`config.mk`:
```
export PLATFORM = sky130hd
export DESIGN_NAME = pc_sequencer
export DESIGN_NICKNAME = d
export VERILOG_FILES = /design/src/rtl/pc_sequencer.sv
export SDC_FILE = /design/constraint.sdc
export NUM_CORES = 1
export LEC_CHECK = 0
export BUFFER_PORTS_ARGS = -buffer_cell sky130_fd_sc_hd__buf_2
export CORE_MARGIN = 2
export CORE_UTILIZATION = 42
export CTS_CLUSTER_DIAMETER = 40
export DETAILED_ROUTE_END_ITERATION = 8
export GPL_TIMING_DRIVEN = 0
export PLACE_DENSITY_LB_ADDON = 0.05
export RECOVER_POWER = 25
export SLEW_MARGIN = 20
export SYNTH_ARGS = -nofsm -noshare
export SYNTH_HDL_FRONTEND = slang
export SYNTH_SLANG_ARGS = --single-unit
```
`constraint.sdc`:
```
create_clock -name clk_i -period 3.7 [get_ports clk_i]
set_clock_uncertainty 0.05 [all_clocks]
set_input_delay 0.185 -clock clk_i [delete_from_list [all_inputs] [get_ports clk_i]]
set_output_delay 0.185 -clock clk_i [all_outputs]
set_load 0.02 [all_outputs]
```
`src/rtl/pc_sequencer.sv`:
```
// pc_sequencer: fetch-stage program counter with trap/redirect/halt control and alignment masking.
// Define PC_RAS_EN to build the optional circular return-address stack.
module pc_sequencer #(
    parameter int unsigned ADDR_WIDTH = 16,
    parameter int unsigned INCR       = 4,
    parameter int unsigned RAS_DEPTH  = 4
) (
    input  logic                  clk_i,
    input  logic                  reset_i,
    input  logic                  enable_i,
    input  logic [ADDR_WIDTH-1:0] base_address_i,
    input  logic                  redirect_valid_i,
    input  logic [ADDR_WIDTH-1:0] redirect_target_i,
    input  logic                  trap_valid_i,
    input  logic [ADDR_WIDTH-1:0] trap_vector_i,
    input  logic                  halt_req_i,
    input  logic                  resume_i,
    input  logic                  call_push_i,
    input  logic                  ret_pop_i,
    output logic [ADDR_WIDTH-1:0] pc_o,
    output logic                  pc_valid_o,
    output logic [ADDR_WIDTH-1:0] pc_plus_incr_o,
    output logic                  halted_o,
    output logic                  misaligned_o,
    output logic                  ras_empty_o,
    output logic                  ras_underflow_o
);
    typedef enum logic [1:0] {BOOT, RUN, HALTED} state_e;
    localparam logic [ADDR_WIDTH-1:0] MASK = ADDR_WIDTH'(INCR - 1);

    state_e state_q, state_d;
    logic [ADDR_WIDTH-1:0] pc_q, pc_d, tgt, ras_top;
    logic mis_q, mis_d, run, load, push_req, pop_req, und_req, ras_empty;

    assign run = state_q == RUN;
    assign pc_plus_incr_o = pc_q + ADDR_WIDTH'(INCR);
    assign push_req = run & ~trap_valid_i & redirect_valid_i & call_push_i;
    assign pop_req = run & ~trap_valid_i & ~redirect_valid_i & ret_pop_i & ~ras_empty;
    assign und_req = run & ~trap_valid_i & ~redirect_valid_i & ret_pop_i & ras_empty;
    assign tgt = trap_valid_i ? trap_vector_i : redirect_valid_i ? redirect_target_i : ras_top;
    assign load = (run & (trap_valid_i | redirect_valid_i | pop_req)) | (state_q == HALTED & trap_valid_i);
    assign pc_d = load ? tgt & ~MASK : (run & ~halt_req_i & enable_i) ? pc_plus_incr_o : pc_q;
    assign mis_d = load & |(tgt & MASK);

    always_ff @(posedge clk_i) begin
        if (reset_i) begin
            state_q <= BOOT;
            pc_q    <= base_address_i;
            mis_q   <= 1'b0;
        end else begin
            state_q <= state_d;
            pc_q    <= pc_d;
            mis_q   <= mis_d;
        end
    end

    always_comb begin
        state_d = state_q;
        case (state_q)
            BOOT:    state_d = RUN;
            RUN:     state_d = (~trap_valid_i & ~redirect_valid_i & ~pop_req & halt_req_i) ? HALTED : RUN;
            HALTED:  state_d = (trap_valid_i | resume_i) ? RUN : HALTED;
            default: state_d = BOOT;
        endcase
    end

    always_comb begin
        pc_o         = pc_q;
        pc_valid_o   = state_q == RUN;
        halted_o     = state_q == HALTED;
        misaligned_o = mis_q;
        ras_empty_o  = ras_empty;
    end

`ifdef PC_RAS_EN
    localparam int unsigned PW = $clog2(RAS_DEPTH);
    logic [ADDR_WIDTH-1:0] ras_q [RAS_DEPTH];
    logic [PW-1:0] sp_q;
    logic [PW:0] cnt_q;
    logic und_q;

    assign ras_empty = cnt_q == '0;
    assign ras_top = ras_q[sp_q - 1'b1];
    assign ras_underflow_o = und_q;

    // sp_q points at the next free slot; wrapping over the oldest entry makes overflow free
    always_ff @(posedge clk_i) begin
        if (reset_i) begin
            sp_q  <= '0;
            cnt_q <= '0;
            und_q <= 1'b0;
        end else begin
            und_q <= und_req;
            if (push_req) begin
                sp_q  <= sp_q + 1'b1;
                cnt_q <= (cnt_q == (PW+1)'(RAS_DEPTH)) ? cnt_q : cnt_q + 1'b1;
            end else if (pop_req) begin
                sp_q  <= sp_q - 1'b1;
                cnt_q <= cnt_q - 1'b1;
            end
        end
    end

    always_ff @(posedge clk_i) begin
        if (!reset_i && push_req) ras_q[sp_q] <= pc_plus_incr_o;
    end
`else
    logic unused_ras;
    assign ras_empty = 1'b1;
    assign ras_top = '0;
    assign ras_underflow_o = 1'b0;
    assign unused_ras = push_req ^ und_req ^ (RAS_DEPTH == 0);
`endif
endmodule

```
==> flow_summary.toml, run 1 <==
[min_path]
hold_path_class = "in -> reg"
holdPathEnd = "pc_o[6]$_DFFE_PP_"
min_from = "base_address_i[6]"
hold_depth = 3

[pwr]
ir_drop_v = 0.0002057
power.density_mw_per_mm2 = 341.8
power_mw = 0.6786
power.leakage_nw = 0.8682

[logic_synthesis]
synthCells = 163
synth-async-reset-ratio = 0
synth_top_area_cell = "edfxtp_1"
yosysSeqAreaShare = 0.3705
yosysUniqueCellTypes = 39
yosys-top-cells-count = "20 x nand2_1, 16 x edfxtp_1, 14 x a221oi_1"
synth.avg_cell_area_um2 = 8.950
synth.top_cell.area_share = 0.3293
yosys_warnings = 0
syn-num-nets = 221
syn-cell-area_mm2 = 0.001459
yosysMostFrequentCell = "nand2_1"
synth-edff-count = 16
yosys_most_used_dff = "edfxtp_1"
ys_seq_elements = 19
synth_area_leaders = "edfxtp_1 33%, a221oi_1 8.4%, nand2_1 5.1%, o31ai_1 5.1%, nor4_2 4.3%"

[global_routing]
grt_pass1_vias = 1455
antenna_found_initial = 0
use_met3 = 0.05946
track_usage = 0.2221
grt_max_degree = 11
top_usage_layer = "met2"
grt_overflow_total = 0
use_met2 = 0.3697
grt_pass1_wl_um = 6879
grt_use_met1 = 0.2896

[run]
maxCapViolCount = 0

[critical_path]
cp-end-kind = "flop"
timing.critical_path.from = "state_q[1]$_SDFF_PP0_"
r2r-start = "state_q[1]$_SDFF_PP0_"
worstPathRequired_ps = 3730
cp_max_fo = 10
cp.arrival_ps = 2200
r2r-end = "pc_o[9]$_DFFE_PP_"
regToRegSetupSlack_ps = 1530
setup.worst_path.start_class = "flop"
rr_worst_depth = 5
crit_type = "reg -> reg"

[sta]
tightest_slew_ps = 731.0
slew_viol_final = 0
holdWs_ps = 90.19
final.setup.worst_slack_ps = 1529
rsz0062_at_grt = "no"
fmaxAchievable_ghz = 0.4606
finalCritPeriodShare = 0.5868
final_hold_viol_count = 0
fin_tns_setup_ps = 0
relSlewSlack = 0.5119
fin_crit_ps = 2171
finalSetupViolations = 0

[placed_design]
place_congestion = 0.8413
dpl_cell_area_mm2 = 0.001977
pre_cts_ws_ps = 1546
dp_cells = 299
port_buffers = 89
hpwl_um = 3275

[clock_network]
cts_root_buf = "clkbuf_4"
clkTransAtPathRegs_ps = 110
cts_max_level = 1
clockBufferDepth = 2
holdBufCountCts = 0
numCtsBuffers = 3
post-cts-setup-buffer-count = 0
cts_resized = 0
cts_sinks = 19
clkLatencyLatePin_ps = 310
cts_tree = "done"

[floorplanning]
dieHeight_um = 62.94
num_rows = 21
die_area_mm2 = 0.003961
io_pins = 94
core_area_mm2 = 0.003337
die_w_um = 62.94
start_util = 0.4372

[cells_and_area]
final_nets = 316
finish.utilization = 0.5951
final_cell_area_mm2 = 0.001986
num_antenna_cells = 0
drive_gt1_frac = 0.3813
final_cells = 303
n_fill_cell = 314
areaGrowthSynthToFinish_pct = 36.11

[routing]
dr.first_iter.drc_count = 92
wl_um = 4319
routed_via_density = 5.304
drt_drc_violations_left = 0
avgRoutedWirePerCell_um = 14.25
antenna_left = 0
num_vias = 1607
drt_pass1_iterations = 4

[status]
outcome = "finished, final reports clean"
[cells in the final DEF, fill, tap and decap left out, types with 2 or more instances in the layout]
| cell | count |
|---|---|
| o31ai_1 | 10 |
| nor2_1 | 10 |
| or2_1 | 5 |
| o31ai_2 | 3 |
| nand4_1 | 2 |
| o31a_1 | 4 |
| buf_2 | 77 |
| a221oi_1 | 14 |
| buf_4 | 5 |
| clkbuf_4 | 3 |
| edfxtp_1 | 16 |
| o21ai_1 | 4 |
| or3_1 | 3 |
| nor4_2 | 5 |
| dfxtp_1 | 3 |
| and3_1 | 4 |
| nand2_1 | 20 |
| o21a_1 | 2 |
| and2_0 | 2 |
| o21ai_0 | 5 |
| nor3_1 | 7 |
| xnor2_1 | 2 |
| conb_1 | 2 |
| inv_1 | 7 |
| clkbuf_1 | 22 |
| xor2_1 | 2 |
| nand3b_1 | 2 |
| nor2b_1 | 2 |
| nand3_1 | 4 |
[logic make-up after synthesis]
group / share of synthesized area
other cells: 0.005148
xor+xnor: 0.02402
simple gates: 0.2693
flops: 0.3705
buf+inv: 0.07118
compound gates: 0.2513
fa+ha+maj: 0.008575
[worst max path at each step]
stage	end	slack [ps]	cells after the start
global route	pc_plus_incr_o[15]	1280	4
floorplan	pc_o[10]$_DFFE_PP_	970	2
global placement	pc_o[6]$_DFFE_PP_	-90	2
detailed placement	pc_o[6]$_DFFE_PP_	1550	5
finish	pc_o[9]$_DFFE_PP_	1530	5
CTS	pc_plus_incr_o[15]	1500	4
[routing by layer]
layer	wire length (µm)	vias up
met5	0	-
met4	39	0
met3	283	6
met2	2051	58
met1	1944	734
li1	-	809
[critical path: stages (launching register included)]
cell and delay (ps):
dfxtp_1 400, nand2b_1 220, o21a_1 170, clkbuf_1 440
o311ai_2 380, buf_4 280
[state kept, by name (all words and copies together) (netlist names)]
register / cells
state_q: 2
pc_o: 16
misaligned_o: 1
[report_power, final]
part	internal, mW	total [mW]	leakage (nW)	switching [mW]
clock	0.0422	0.112	0.0150	0.0703
sequential	0.263	0.294	0.190	0.0311
combinational	0.104	0.272	0.664	0.168
[cell type report]
class | count | area, µm² | share of cell area
Timing Repair Buffer | 90 | 435.4 | 0.2193
Inverter | 7 | 26.28 | 0.01323
Multi-Input combinational cell | 123 | 822.0 | 0.4140
Clock buffer | 4 | 26.28 | 0.01323
Buffer | 14 | 77.57 | 0.03907
Sequential cell | 19 | 540.5 | 0.2722
Tap cell | 46 | 57.56 | 0.02899
(Power assumes the default switching activity.)
==> run 2: changes to the inputs <==
--- a/config.mk
+++ b/config.mk
@@ -5,9 +5,10 @@
 export SDC_FILE = /design/constraint.sdc
 export NUM_CORES = 1
 export LEC_CHECK = 0
+export ABC_AREA = 1
 export BUFFER_PORTS_ARGS = -buffer_cell sky130_fd_sc_hd__buf_2
 export CORE_MARGIN = 2
-export CORE_UTILIZATION = 42
+export CORE_UTILIZATION = 44
 export CTS_CLUSTER_DIAMETER = 40
 export DETAILED_ROUTE_END_ITERATION = 8
 export GPL_TIMING_DRIVEN = 0
==> constraint.sdc (replaced) <==
create_clock -name clk_i -period 2.1 [get_ports clk_i]
set_clock_uncertainty 0.05 [all_clocks]
set_input_delay 0.105 -clock clk_i [delete_from_list [all_inputs] [get_ports clk_i]]
set_output_delay 0.105 -clock clk_i [all_outputs]
set_load 0.02 [all_outputs]
==> run 2 against run 1 <==
  * Critical path depth increased by 2
  * Count of clock-buffer cells in the layout is the same
  * Largest cell class unchanged
  * Sequential power up 75%
  * Synthesized area increased by 9.3%
  * Critical endpoint is now pc_plus_incr_o[10]
  * Worst hold slack worse by 85 ps
  * Register-to-register slack got worse by 1100 ps
  * Wire length grew 2.3%
==> flow_summary.toml, run 2 <==
[critical_path]
worstPathRequired_ps = 1950
r2r-end = "pc_o[6]$_DFFE_PP_"
critPathCapture = "pc_plus_incr_o[10]"
cp_max_fo = 4
cp.arrival_ps = 1700
timing.critical_path.from = "pc_o[2]$_DFFE_PP_"
regToRegSetupSlack_ps = 410
setup.worst_path.start_class = "flop"
cp-end-kind = "primary output"
rr_worst_depth = 3
crit_type = "reg -> out"
r2r-start = "state_q[1]$_SDFF_PP0_"

[logic_synthesis]
synthCells = 221
yosysUniqueCellTypes = 32
yosysMostFrequentCell = "nand2_1"
synth.avg_cell_area_um2 = 7.218
yosys_warnings = 0
synth.top_cell.area_share = 0.3012
yosysSeqAreaShare = 0.3388
synth-edff-count = 16
ys_seq_elements = 19
synth_area_leaders = "edfxtp_1 30%, nand2_1 18%, inv_1 5.9%, a22oi_1 5.2%, nand3_1 5.0%"
yosys_most_used_dff = "edfxtp_1"
synth-async-reset-ratio = 0
syn-cell-area_mm2 = 0.001595
yosys-top-cells-count = "76 x nand2_1, 25 x inv_1, 16 x edfxtp_1, 16 x nand3_1, 13 x nor2_1"
syn-num-nets = 279
synth_top_area_cell = "edfxtp_1"

[global_routing]
grt_pass1_wl_um = 7245
grt_max_degree = 15
antenna_found_initial = 0
grt_pass1_vias = 1625
grt_overflow_total = 0
track_usage = 0.2238

[routing]
antenna_left = 0
num_vias = 1701
avgRoutedWirePerCell_um = 12.31
dr.first_iter.drc_count = 107
wl_um = 4418
drt_pass1_iterations = 4
routed_via_density = 4.738
drt_drc_violations_left = 0

[pwr]
power.leakage_nw = 1.095
pwr-share-comb = 0.431
p_sw_frac = 0.4122
seqPwrFrac = 0.413
power.density_mw_per_mm2 = 591.5
power_switching_mw = 0.5140
p_int_mw = 0.7330
pwr-share-clk = 0.156
ir_drop_v = 0.0002236
power_mw = 1.247

[floorplanning]
io_pins = 94
dieHeight_um = 64.22
die_w_um = 64.22
start_util = 0.4670
num_rows = 21
core_area_mm2 = 0.003416
die_area_mm2 = 0.004124

[sta]
slew_viol_final = 0
final_hold_viol_count = 0
relSlewSlack = 0.4985
fin_crit_ps = 1859
rsz0062_at_grt = "no"
finalCritPeriodShare = 0.8852
finalSetupViolations = 0
holdWs_ps = 5.386
tightest_slew_ps = 752.3
fmaxAchievable_ghz = 0.5379

[placed_design]
dp_cells = 355
port_buffers = 88
place_congestion = 0.8839
hpwl_um = 3542

[cells_and_area]
n_fill_cell = 363
final_cells = 359
final_cell_mix = "77 x nand2_1, 77 x buf_2, 25 x inv_1"
num_antenna_cells = 0
final_nets = 372
largest_reg_flops = 16
areaGrowthSynthToFinish_pct = 32.16
drive_gt1_frac = 0.3450

[min_path]
hold_path_class = "in -> reg"

[clock_network]
clkLatencyLatePin_ps = 300
cts_sinks = 19
cts_tree = "done"
numCtsBuffers = 3
clockBufferDepth = 2
holdBufCountCts = 0
cts_resized = 0
post-cts-setup-buffer-count = 0
cts_root_buf = "clkbuf_4"
cts_max_level = 1
clkTransAtPathRegs_ps = 120

[status]
outcome = "finished, final reports clean"

[run]
maxCapViolCount = 0
==> run 2: cell count changes in the layout (fill, tap and decap cells not counted), sizes merged, moves of 6 or more <==
cell    before  now
a21oi        1    7
a221oi      14    0
a22oi        0   11
clkbuf      25   19
inv          7   27
nand2       20   80
nand3        5   17
nor2        10   17
nor3         7    1
o31ai       13    1
==> run 2: cell families (layout without fill, tap and decap cells) <==
kind of cell,count (synthesis),count (layout),share of synthesized area
AO/OA/AOI/OAI,33,33,0.1443
XOR/XNOR,6,6,0.03294
adder cells (fa/ha/maj),1,1,0.007842
buffers and inverters,39,131,0.1223
flip-flops,19,19,0.3388
other,2,2,0.004708
AND/OR/NAND/NOR,121,121,0.3490
==> run 2: metrics by stage <==
stage	instance area [µm²]	TNS [ps]	setup slack, ps	util
after floorplan	1595	0	18.25	-
final	2108	0	241.1	0.6172
after global placement	2093	-8931	-638.2	0.6128
after CTS	2133	0	218.2	0.6245
after detailed placement	2107	0	443.9	0.6169
after global routing	2108	0	42.88	0.6172
==> run 2: area by class of cell <==
class                           instances  area, µm²  area share
Multi-Input combinational cell        163      865.8      0.4107
Inverter                               27      101.3     0.04807
Clock buffer                            4      26.28     0.01246
Tap cell                               46      57.56     0.02730
Sequential cell                        19      540.5      0.2564
Buffer                                 12      92.59     0.04392
Timing Repair Buffer                   88      424.2      0.2012
==> run 2: power by group through the flow <==
| stage | logic, mW | clock network (mW) | registers, mW |
|---|---|---|---|
| 4_1_cts | 0.549 | 0.203 | 0.514 |
| 3_3_place_gp | 0.539 | 0 | 0.522 |
| 3_5_place_dp | 0.546 | 0 | 0.522 |
| 2_1_floorplan | 0.307 | 0 | 0.567 |
| 6_report | 0.537 | 0.195 | 0.515 |
| 5_1_grt | 0.592 | 0.222 | 0.523 |
==> run 2: worst min path at each step <==
stage	startpoint	endpoint	slack, ps	cells past startpoint
floorplan	halt_req_i	state_q[1]$_SDFF_PP0_	220	2
global placement	base_address_i[0]	pc_o[0]$_DFFE_PP_	320	3
detailed placement	base_address_i[1]	pc_o[1]$_DFFE_PP_	320	3
CTS	base_address_i[14]	pc_o[14]$_DFFE_PP_	1	3
global route	base_address_i[14]	pc_o[14]$_DFFE_PP_	3	3
finish	base_address_i[10]	pc_o[10]$_DFFE_PP_	5	3
==> run 2: critical path: stages (launching register included) <==
cell and delay [ps]:
edfxtp_1 410, ha_1 230, nand2_1 80, nor2_1 190, nand2_1 90, xor2_1 190
inv_1 50, buf_2 150
==> run 2: routing by layer <==
metal	vias to the layer above	track usage	wire, µm
met2	64	0.3919	2090
met1	730	0.2837	1995
li1	902	-	-
met3	5	0.03697	304
met5	-	0	0
met4	0	0.06117	27
